**config.mk**
```make
export PLATFORM = sky130hd
export DESIGN_NAME = veririsc_loader
export DESIGN_NICKNAME = d
export VERILOG_FILES = /design/src/rtl/veririsc_pkg.sv /design/src/rtl/loader_checksum.sv /design/src/rtl/veririsc_loader.sv
export SDC_FILE = /design/constraint.sdc
export NUM_CORES = 1
export LEC_CHECK = 0
export ABC_AREA = 1
export CAP_MARGIN = 0
export CORE_MARGIN = 2
export CORE_UTILIZATION = 40
export CTS_BUF_LIST = sky130_fd_sc_hd__clkbuf_4 sky130_fd_sc_hd__clkbuf_8 sky130_fd_sc_hd__clkbuf_16
export CTS_CLUSTER_SIZE = 25
export DETAILED_ROUTE_END_ITERATION = 7
export PLACE_DENSITY = 0.72
export SYNTH_ARGS = -nofsm -noshare
export SYNTH_HDL_FRONTEND = slang
export SYNTH_SLANG_ARGS = --single-unit
```
**constraint.sdc**
```tcl
create_clock -name clk -period 2.2 [get_ports clk]
set_input_delay 0.55 -clock clk [delete_from_list [all_inputs] [get_ports clk]]
set_output_delay 0.55 -clock clk [all_outputs]
set_load 0.02 [all_outputs]
```
**src/rtl/veririsc_pkg.sv**
```systemverilog
// Shared VeriRISC definitions: memory geometry defaults and loader state encoding.
package veririsc_pkg;

   localparam int unsigned DEF_AWIDTH = 5;
   localparam int unsigned DEF_DWIDTH = 8;
   localparam int unsigned MAX_IMAGE  = 2 ** DEF_AWIDTH;

   typedef enum logic [2:0] {
      S_IDLE,
      S_LEN,
      S_DATA,
      S_CSUM,
      S_RUN,
      S_HALTED,
      S_ERR
   } loader_state_t;

endpackage

```
**src/rtl/loader_checksum.sv**
```systemverilog
// Modulo-2**DWIDTH byte accumulator; is_zero_c tells whether adding byte_in would land on zero.
module loader_checksum
   import veririsc_pkg::*;
#(
   parameter int unsigned DWIDTH = DEF_DWIDTH
) (
   input  logic              clk,
   input  logic              rst_n,
   input  logic              clr,
   input  logic              add,
   input  logic [DWIDTH-1:0] byte_in,
   output logic              is_zero_c
);

   logic [DWIDTH-1:0] sum;
   logic [DWIDTH-1:0] total_c;

   assign total_c   = sum + byte_in;
   assign is_zero_c = (total_c == '0);

   // clr together with add seeds the accumulator with byte_in
   always_ff @(posedge clk or negedge rst_n) begin
      if (!rst_n) begin
         sum <= '0;
      end else if (clr) begin
         sum <= add ? byte_in : '0;
      end else if (add) begin
         sum <= total_c;
      end
   end

endmodule

```
**src/rtl/veririsc_loader.sv**
```systemverilog
// Framed byte-stream loader: length, payload, checksum into CPU memory, then runs the CPU.
module veririsc_loader
   import veririsc_pkg::*;
#(
   parameter int unsigned AWIDTH = DEF_AWIDTH,
   parameter int unsigned DWIDTH = DEF_DWIDTH
) (
   input  logic              clk,
   input  logic              rst_n,
   input  logic              start,
   input  logic              in_valid,
   input  logic [DWIDTH-1:0] in_data,
   output logic              in_ready,
   output logic              mem_wr,
   output logic [AWIDTH-1:0] mem_addr,
   output logic [DWIDTH-1:0] mem_data,
   output logic              cpu_hold,
   input  logic              cpu_halt,
   output logic              done,
   output logic              err
);

   localparam int unsigned CW    = AWIDTH + 1;
   localparam int unsigned MAX_N = 2 ** AWIDTH;

   loader_state_t state;
   logic [CW-1:0] count;
   logic [CW-1:0] len;

   logic          accept_c;
   logic          start_ok_c;
   logic          len_bad_c;
   logic          sum_clr_c;
   logic          sum_add_c;
   logic          csum_ok_c;
   logic [CW-1:0] count_inc_c;

   assign accept_c    = in_valid && in_ready;
   assign start_ok_c  = start && (state == S_IDLE || state == S_RUN ||
                                  state == S_HALTED || state == S_ERR);
   assign len_bad_c   = (in_data == '0) || (32'(in_data) > MAX_N);
   assign count_inc_c = count + CW'(1);
   assign sum_clr_c   = start_ok_c || (state == S_LEN && accept_c);
   assign sum_add_c   = accept_c && (state == S_LEN || state == S_DATA);

   loader_checksum #(.DWIDTH(DWIDTH)) u_checksum (
      .clk       (clk),
      .rst_n     (rst_n),
      .clr       (sum_clr_c),
      .add       (sum_add_c),
      .byte_in   (in_data),
      .is_zero_c (csum_ok_c)
   );

   // Loader FSM with registered handshake, memory and CPU control outputs
   always_ff @(posedge clk or negedge rst_n) begin
      if (!rst_n) begin
         state    <= S_IDLE;
         count    <= '0;
         len      <= '0;
         in_ready <= 1'b0;
         mem_wr   <= 1'b0;
         mem_addr <= '0;
         mem_data <= '0;
         cpu_hold <= 1'b1;
         done     <= 1'b0;
         err      <= 1'b0;
      end else begin
         mem_wr <= 1'b0;
         if (start_ok_c) begin
            state    <= S_LEN;
            count    <= '0;
            in_ready <= 1'b1;
            cpu_hold <= 1'b1;
            done     <= 1'b0;
            err      <= 1'b0;
         end else begin
            case (state)
               S_LEN: begin
                  if (accept_c) begin
                     if (len_bad_c) begin
                        state    <= S_ERR;
                        err      <= 1'b1;
                        in_ready <= 1'b0;
                     end else begin
                        len   <= CW'(in_data);
                        state <= S_DATA;
                     end
                  end
               end
               S_DATA: begin
                  if (accept_c) begin
                     mem_wr   <= 1'b1;
                     mem_addr <= count[AWIDTH-1:0];
                     mem_data <= in_data;
                     count    <= count_inc_c;
                     if (count_inc_c == len) begin
                        state <= S_CSUM;
                     end
                  end
               end
               S_CSUM: begin
                  if (accept_c) begin
                     in_ready <= 1'b0;
                     if (csum_ok_c) begin
                        state    <= S_RUN;
                        cpu_hold <= 1'b0;
                     end else begin
                        state <= S_ERR;
                        err   <= 1'b1;
                     end
                  end
               end
               S_RUN: begin
                  if (cpu_halt) begin
                     state    <= S_HALTED;
                     done     <= 1'b1;
                     cpu_hold <= 1'b1;
                  end
               end
               default: begin
               end
            endcase
         end
      end
   end

endmodule

```
==> impl_metrics.env, run 1 <==
export IMPL_run_status="finished clean"
export IMPL_synth_cell_area_um2=2460
export IMPL_timing_critical_path_max_delay_family="simple AND/OR/NAND/NOR gates"
export IMPL_setup_failing_eps_final=0
export IMPL_crit_start_category="input port"
export IMPL_h_tree_levels=2
export IMPL_hold_path_class="in -> async"
export IMPL_power_report_internal_total_mw=2.05
export IMPL_netlist_top_cells_count="sky130_fd_sc_hd__nand2_1, sky130_fd_sc_hd__dfrtp_1, sky130_fd_sc_hd__inv_1"
export IMPL_grt_setup_unrepaired="yes"
export IMPL_grt_antenna_before_repair=0
export IMPL_place_detailed_instances=459
export IMPL_post_drt_via_cell_ratio=4.90
export IMPL_grt_pass1_vias=2299
export IMPL_detailedPlacementHpwl_um=4240
export IMPL_area_growth_synth_to_final_pct=31.4
export IMPL_grt_pass1_wl_um=9890
export IMPL_route_antenna_remaining_nets=0
export IMPL_floorplan_io_pins=31
export IMPL_ctsLongestPathBuffers=2
export IMPL_fmax_ghz=0.472
export IMPL_power_frac_clock_pct=13.5
export IMPL_p_seq_share_pct=33.0
export IMPL_antennaDiodeCount=0
export IMPL_yosys_cell_count_top_type="sky130_fd_sc_hd__nand2_1"
export IMPL_power_switching_mw=1.53
export IMPL_cts_sinks=41
export IMPL_dp_worst_setup_slack_ns=-0.559
export IMPL_cts_root_buffer_cell="sky130_fd_sc_hd__clkbuf_8"
export IMPL_yosysTopAreaCell="sky130_fd_sc_hd__dfrtp_1"
export IMPL_io_buffer_count=30
export IMPL_slew_headroom_pct=49.1
export IMPL_gr_usage_total_pct=18.6
export IMPL_crit_type="in -> reg"
export IMPL_layout_cells_non_filler=470
export IMPL_worst_ir_drop_vdd_mv=0.459
export IMPL_critical_path_top_cell_by_count="sky130_fd_sc_hd__nand2_1"
export IMPL_fin_worst_setup_slack_ns=0.0796
export IMPL_post_route_drc_count=0
export IMPL_power_share_combinational_pct=53.6
export IMPL_floorplan_die_area_um2=6790
export IMPL_via_count=2303
export IMPL_critical_path_arrival_ns=2.30
export IMPL_post_route_period_util_pct=96.4
export IMPL_netlist_cell_type_count=35
export IMPL_worstPathMaxFanout=2
export IMPL_fillCellCount=538
export IMPL_detail_route_wirelength_um=5560
export IMPL_fp_dieH_um=82.4
export IMPL_postSynthRegisterBits=41
export IMPL_max_cap_viol_count=0
export IMPL_dominantRegCellSynth="sky130_fd_sc_hd__dfrtp_1"
export IMPL_num_rows=28
export IMPL_syn_mean_instance_area_um2=7.45
export IMPL_synth_top_cells_by_area="sky130_fd_sc_hd__dfrtp_1, sky130_fd_sc_hd__nand2_1, sky130_fd_sc_hd__nand3_1"
export IMPL_synth_cells=330
export IMPL_report_final_hold_viol_count=0
export IMPL_place_congestion=0.896
export IMPL_worst_clock_skew_ns=0.00762
export IMPL_grt_overflow_total=0
export IMPL_grt_max_degree=24
export IMPL_synth_edf_count=0
export IMPL_finish_net_count=416
export IMPL_drt_wirelength_per_cell_um=11.8
export IMPL_layout_min_cycle_time_ns=2.12
export IMPL_crit_required_ns=2.38
export IMPL_first_pass_iteration_count_of_the_detailed_router=4
export IMPL_syn_num_nets=352
export IMPL_synth_seq_area_share_pct=41.8
export IMPL_core_um2=5920
export IMPL_synth_yosys_warnings=0
export IMPL_p_leak_nw=1.63
export IMPL_skew_pair_late_insertion_delay_ns=0.29
export IMPL_cp_slowest_cell="sky130_fd_sc_hd__fa_1"
export IMPL_synth_top_cell_area_share_pct=40.7
export IMPL_die_width_um=82.4
export IMPL_power_switching_fraction_pct=42.8
export IMPL_post_route_cells_drive_above_1_share_pct=20.0
export IMPL_critical_path_endpoint_type="flip-flop"
export IMPL_path_clk_slew_ns=0.08
export IMPL_synth_async_reset_ratio_pct=100
export IMPL_critical_path_buf_inv_count=3
export IMPL_final_number_of_max_transition_violations=0
export IMPL_slowest_delay_ns=0.56
export IMPL_drtIter0Drc=97
export IMPL_cell_chain_critical_path="dlygate4sd2_1 > inv_2 > fa_1 > nand2_1 > nor2_1 > nand2_1 > nor2_1 > nand3_1 > nor2_1 > nand2_1 > nor2_2 > buf_4 > nor2_2 > nand3_1 > nand2_1"
export IMPL_tritoncts_clock_tree="yes"
export IMPL_numCtsBuffers=5
export IMPL_tightest_slew_ns=0.763
export IMPL_initial_utilization_pct=41.5
export IMPL_power_per_cell_area_nw_per_um2=1110
## cell type report
type,instances,area (um2),area share [%]
flip-flops and latches,41,1030,31.8
repair buffers,64,572,17.7
clock buffers,5,68.8,2.13
clock inverters,3,17.5,0.543
inverters,45,171,5.31
well taps,75,93.8,2.91
multi-input cells,237,1280,39.6
## flip-flops by register name, summed over array words and instances, names as in the netlist
signal	count
mem_addr	5
mem_wr	1
done	1
count	6
err	1
in_ready	1
state	3
u_checksum.sum	8
mem_data	8
len	6
cpu_hold	1
## layout by cell type (no fill, tap or decap), types with 2 or more instances in the layout
| cell | Yosys | routed |
|---|---|---|
| sky130_fd_sc_hd__nor2_1 | 25 | 23 |
| sky130_fd_sc_hd__a32o_1 | 3 | 3 |
| sky130_fd_sc_hd__xnor2_1 | 2 | 2 |
| sky130_fd_sc_hd__clkinv_2 | 0 | 2 |
| sky130_fd_sc_hd__buf_4 | 1 | 32 |
| sky130_fd_sc_hd__o22ai_1 | 5 | 5 |
| sky130_fd_sc_hd__inv_2 | 5 | 7 |
| sky130_fd_sc_hd__clkdlybuf4s50_1 | 0 | 26 |
| sky130_fd_sc_hd__nand2_1 | 104 | 103 |
| sky130_fd_sc_hd__o31ai_2 | 3 | 3 |
| sky130_fd_sc_hd__nand3_1 | 29 | 27 |
| sky130_fd_sc_hd__dfrtp_1 | 40 | 40 |
| sky130_fd_sc_hd__a21oi_2 | 0 | 2 |
| sky130_fd_sc_hd__o21ai_1 | 14 | 14 |
| sky130_fd_sc_hd__nor3_1 | 4 | 3 |
| sky130_fd_sc_hd__o21ai_0 | 10 | 10 |
| sky130_fd_sc_hd__a21oi_1 | 10 | 8 |
| sky130_fd_sc_hd__buf_12 | 0 | 2 |
| sky130_fd_sc_hd__nor2_2 | 1 | 3 |
| sky130_fd_sc_hd__ha_1 | 8 | 5 |
| sky130_fd_sc_hd__inv_1 | 38 | 36 |
| sky130_fd_sc_hd__clkbuf_8 | 0 | 5 |
| sky130_fd_sc_hd__nand3_2 | 0 | 2 |
| sky130_fd_sc_hd__nand2_2 | 4 | 5 |
| sky130_fd_sc_hd__ha_4 | 0 | 2 |
| sky130_fd_sc_hd__nand3b_1 | 4 | 4 |
## what timing repair did
action,in CTS,in global routing
hold buffers,0,0
endpoints found under the setup margin,4,10
pin swaps,4,5
buffers inserted,1,2
resized for setup,6,13
## power by group through the flow
stage	sequential [mW]	combinational, mW	clock [mW]
after floorplan	1.31	1.07	0
after global placement	1.19	1.84	0
after detailed placement	1.19	1.87	0
after CTS	1.18	1.88	0.505
after global routing	1.22	2.17	0.531
final	1.18	1.92	0.483
## cells by family after synthesis
| logic type | after synthesis | share of synthesized area (%) |
|---|---|---|
| adders and majority gates | 9 | 4.89 |
| buffers and inverters | 52 | 8.66 |
| and+or+nand+nor | 177 | 31.2 |
| AOI/OAI and AO/OA | 48 | 12.4 |
| xor gates and xnor gates | 3 | 1.07 |
| DFF | 41 | 41.8 |
## path summary, 6_finish.rpt
path / from / endpoint / slack [ns] / cells past startpoint
max: in_data[1] / state[1]$_DFFE_PN0P_ / 0.08 / 15
min: rst_n / mem_addr[1]$_DFFE_PN0P_ / 0.22 / 1
min in group clk: cpu_hold$_DFFE_PN1P_ / cpu_hold$_DFFE_PN1P_ / 0.47 / 2
max in group asynchronous: rst_n / cpu_hold$_DFFE_PN1P_ / 1.42 / 2
max reg2reg: u_checksum.sum[0]$_DFFE_PN0P_ / state[1]$_DFFE_PN0P_ / 0.09 / 15
min reg2reg: cpu_hold$_DFFE_PN1P_ / cpu_hold$_DFFE_PN1P_ / 0.47 / 2
## metrics by stage
step | instance area (um2) | hold slack [ns] | utilization (%) | power (mW) | setup TNS (ns)
2_1_floorplan | 2460 | 0.254 | - | 2.38 | 0
3_3_place_gp | 3060 | 0.454 | 51.7 | 3.03 | -2.75
3_5_place_dp | 3060 | 0.459 | 51.7 | 3.06 | -3.06
4_1_cts | 3160 | 0.227 | 53.4 | 3.57 | 0
5_1_grt | 3230 | 0.241 | 54.5 | 3.92 | -0.0857
6_report | 3230 | 0.216 | 54.5 | 3.58 | 0
## per-layer routing
metal  global-route usage [%]  share of wire (%)  up-vias
li1                         -                  -     1197
met1                     24.2                 48     1059
met2                     31.5                 48       38
met3                     2.72                3.2        9
met4                     6.33                1.4        0
met5                        0                  0        -
(Power assumes the default switching activity.)
==> inputs of run 2 (changes only) <==
--- a/config.mk
+++ b/config.mk
@@ -13,6 +13,7 @@
 export CTS_CLUSTER_SIZE = 25
 export DETAILED_ROUTE_END_ITERATION = 7
 export PLACE_DENSITY = 0.72
+export SLEW_MARGIN = 20
 export SYNTH_ARGS = -nofsm -noshare
 export SYNTH_HDL_FRONTEND = slang
 export SYNTH_SLANG_ARGS = --single-unit
==> constraint.sdc (replaced) <==
create_clock -name clk -period 2.6 [get_ports clk]
set_input_delay 0.65 -clock clk [delete_from_list [all_inputs] [get_ports clk]]
set_output_delay 0.65 -clock clk [all_outputs]
set_load 0.02 [all_outputs]
==> impl_metrics.env, run 2 (synthesized netlist as in run 1, its figures left out) <==
export IMPL_max_cap_viol_count=0
export IMPL_core_um2=5920
export IMPL_area_growth_synth_to_final_pct=24.1
export IMPL_detail_route_wirelength_um=5420
export IMPL_path_clk_slew_ns=0.08
export IMPL_grt_pass1_vias=2050
export IMPL_grt_overflow_total=0
export IMPL_fp_dieH_um=82.4
export IMPL_layout_min_cycle_time_ns=2.28
export IMPL_report_final_hold_viol_count=0
export IMPL_setup_failing_eps_final=0
export IMPL_grt_setup_unrepaired="no"
export IMPL_tritoncts_clock_tree="yes"
export IMPL_via_count=2213
export IMPL_layout_commonest_cell="sky130_fd_sc_hd__nand2_1"
export IMPL_ctsLongestPathBuffers=2
export IMPL_worst_clock_skew_ns=0.00713
export IMPL_hold_slack_ns=0.309
export IMPL_r2r_worst_path_cells=14
export IMPL_num_rows=28
export IMPL_setup_tns_final_ns=0
export IMPL_route_antenna_remaining_nets=0
export IMPL_skew_pair_late_insertion_delay_ns=0.30
export IMPL_antennaDiodeCount=0
export IMPL_cts_post_setup_buffers_inserted=0
export IMPL_gr_usage_total_pct=17.4
export IMPL_first_pass_iteration_count_of_the_detailed_router=4
export IMPL_post_route_cells_drive_above_1_share_pct=12.6
export IMPL_r2r_end="err$_DFFE_PN0P_"
export IMPL_fin_worst_setup_slack_ns=0.322
export IMPL_post_route_period_util_pct=87.6
export IMPL_grt_pass1_wl_um=9020
export IMPL_post_drt_via_cell_ratio=4.93
export IMPL_io_buffer_count=30
export IMPL_tightest_slew_ns=0.735
export IMPL_crit_start_category="input port"
export IMPL_detailedPlacementHpwl_um=4090
export IMPL_drtIter0Drc=104
export IMPL_cts_root_buffer_cell="sky130_fd_sc_hd__clkbuf_8"
export IMPL_critical_path_arrival_ns=2.48
export IMPL_rr_startpoint="u_checksum.sum[0]$_DFFE_PN0P_"
export IMPL_biggestRegsByFlops="mem_data: 8 flops, u_checksum.sum: 8 flops"
export IMPL_post_route_drc_count=0
export IMPL_cts_sinks=41
export IMPL_floorplan_die_area_um2=6790
export IMPL_p_leak_nw=1.55
export IMPL_dpl_cell_area_um2=2900
export IMPL_holdBufCountCts=0
export IMPL_final_cell_mix="sky130_fd_sc_hd__nand2_1, sky130_fd_sc_hd__dfrtp_1, sky130_fd_sc_hd__inv_1, sky130_fd_sc_hd__nand3_1, sky130_fd_sc_hd__clkdlybuf4s50_1"
export IMPL_final_number_of_max_transition_violations=0
export IMPL_worst_ir_drop_vdd_mv=0.433
export IMPL_run_status="finished clean"
export IMPL_place_congestion=0.873
export IMPL_hold_path_class="in -> async"
export IMPL_numCtsBuffers=5
export IMPL_drt_wirelength_per_cell_um=12.1
export IMPL_design_area_um2=3050
export IMPL_slew_headroom_pct=51.0
export IMPL_reg2reg_slack_ns=0.51
export IMPL_floorplan_io_pins=31
export IMPL_postLayoutCoreUtil_pct=51.5
export IMPL_crit_required_ns=2.80
export IMPL_dp_worst_setup_slack_ns=-0.244
export IMPL_grt_max_degree=29
export IMPL_critical_path_endpoint_type="flip-flop"
export IMPL_initial_utilization_pct=41.5
export IMPL_crit_type="in -> reg"
export IMPL_fillCellCount=579
export IMPL_worstPathMaxFanout=5
export IMPL_power_per_cell_area_nw_per_um2=1020
export IMPL_h_tree_levels=2
export IMPL_die_width_um=82.4
export IMPL_grt_antenna_before_repair=0
export IMPL_fmax_ghz=0.439
export IMPL_finish_net_count=395
[run 2: changes by cell type in the layout (fill, tap and decap cells not counted), moves of 2 or more]
cell / delta
sky130_fd_sc_hd__ha_1: +2
sky130_fd_sc_hd__nand3_2: -2
sky130_fd_sc_hd__buf_4: -19
sky130_fd_sc_hd__nand3_1: +2
sky130_fd_sc_hd__clkinv_2: -2
sky130_fd_sc_hd__ha_4: -2
sky130_fd_sc_hd__buf_12: -2
sky130_fd_sc_hd__a21oi_2: -2
sky130_fd_sc_hd__a21oi_1: +2
sky130_fd_sc_hd__bufinv_16: +2
[run 2: how the worst max path moves through the flow]
stage                          start                    to  slack, ns  depth (start not counted)
final                     in_data[4]       err$_DFFE_PN0P_       0.32                         12
after global routing      in_data[4]  state[1]$_DFFE_PN0P_       0.21                         12
after CTS                 in_data[0]       err$_DFFE_PN0P_       0.08                         15
after detailed placement  in_data[0]       err$_DFFE_PN0P_      -0.24                         15
after global placement    in_data[0]       err$_DFFE_PN0P_      -0.23                         15
after floorplan           in_data[0]       err$_DFFE_PN0P_       0.41                         14
[run 2: final cells by class]
cell class | instances | area, um2 | area share [%]
multi-input cells | 237 | 1220 | 40.1
flip-flops and latches | 41 | 1030 | 33.7
repair buffers | 43 | 398 | 13.0
inverters | 45 | 171 | 5.62
well taps | 75 | 93.8 | 3.08
clock buffers | 5 | 68.8 | 2.26
clock inverters | 3 | 68.8 | 2.26
[run 2: through the flow]
step                total power, mW  instances
floorplan                      2.02        330
global placement               2.45        441
detailed placement             2.48        441
CTS                            3.12        449
global route                   3.34        449
finish                         3.10        449
[run 2: where the power goes]
group | leakage, nW | internal (mW) | total [mW] | switching [mW]
clock network | 0.0687 | 0.387 | 0.631 | 0.244
logic | 0.937 | 0.596 | 1.47 | 0.871
registers | 0.540 | 0.841 | 1.00 | 0.159
[run 2: layer usage]
metal  wire length [um]  global-route usage [%]  vias to the layer above  part of all wire [%]
met4                 66                    5.17                        0                   1.2
met3                167                    2.93                        6                   3.1
li1                   -                       -                     1145                     -
met2               2630                    30.2                       32                    48
met1               2560                    22.1                     1030                    47
met5                  0                       0                        -                     0
[run 2: worst max-delay path: stages]
cell	delay (ns)
sky130_fd_sc_hd__clkdlybuf4s50_1	0.45
sky130_fd_sc_hd__ha_1	0.38
sky130_fd_sc_hd__nand2_1	0.09
sky130_fd_sc_hd__nand2_1	0.06
sky130_fd_sc_hd__a21oi_1	0.20
sky130_fd_sc_hd__nand3_1	0.11
sky130_fd_sc_hd__nand2_1	0.12
sky130_fd_sc_hd__nand2_1	0.08
sky130_fd_sc_hd__nor2_2	0.16
sky130_fd_sc_hd__nor2_1	0.05
sky130_fd_sc_hd__nor2_1	0.08
sky130_fd_sc_hd__nor2_1	0.05
[run 2: what timing repair did]
action,in CTS,in global routing
gates resized for setup,0,5
endpoints found under the setup margin,0,3
endpoints found under the hold margin,0,0
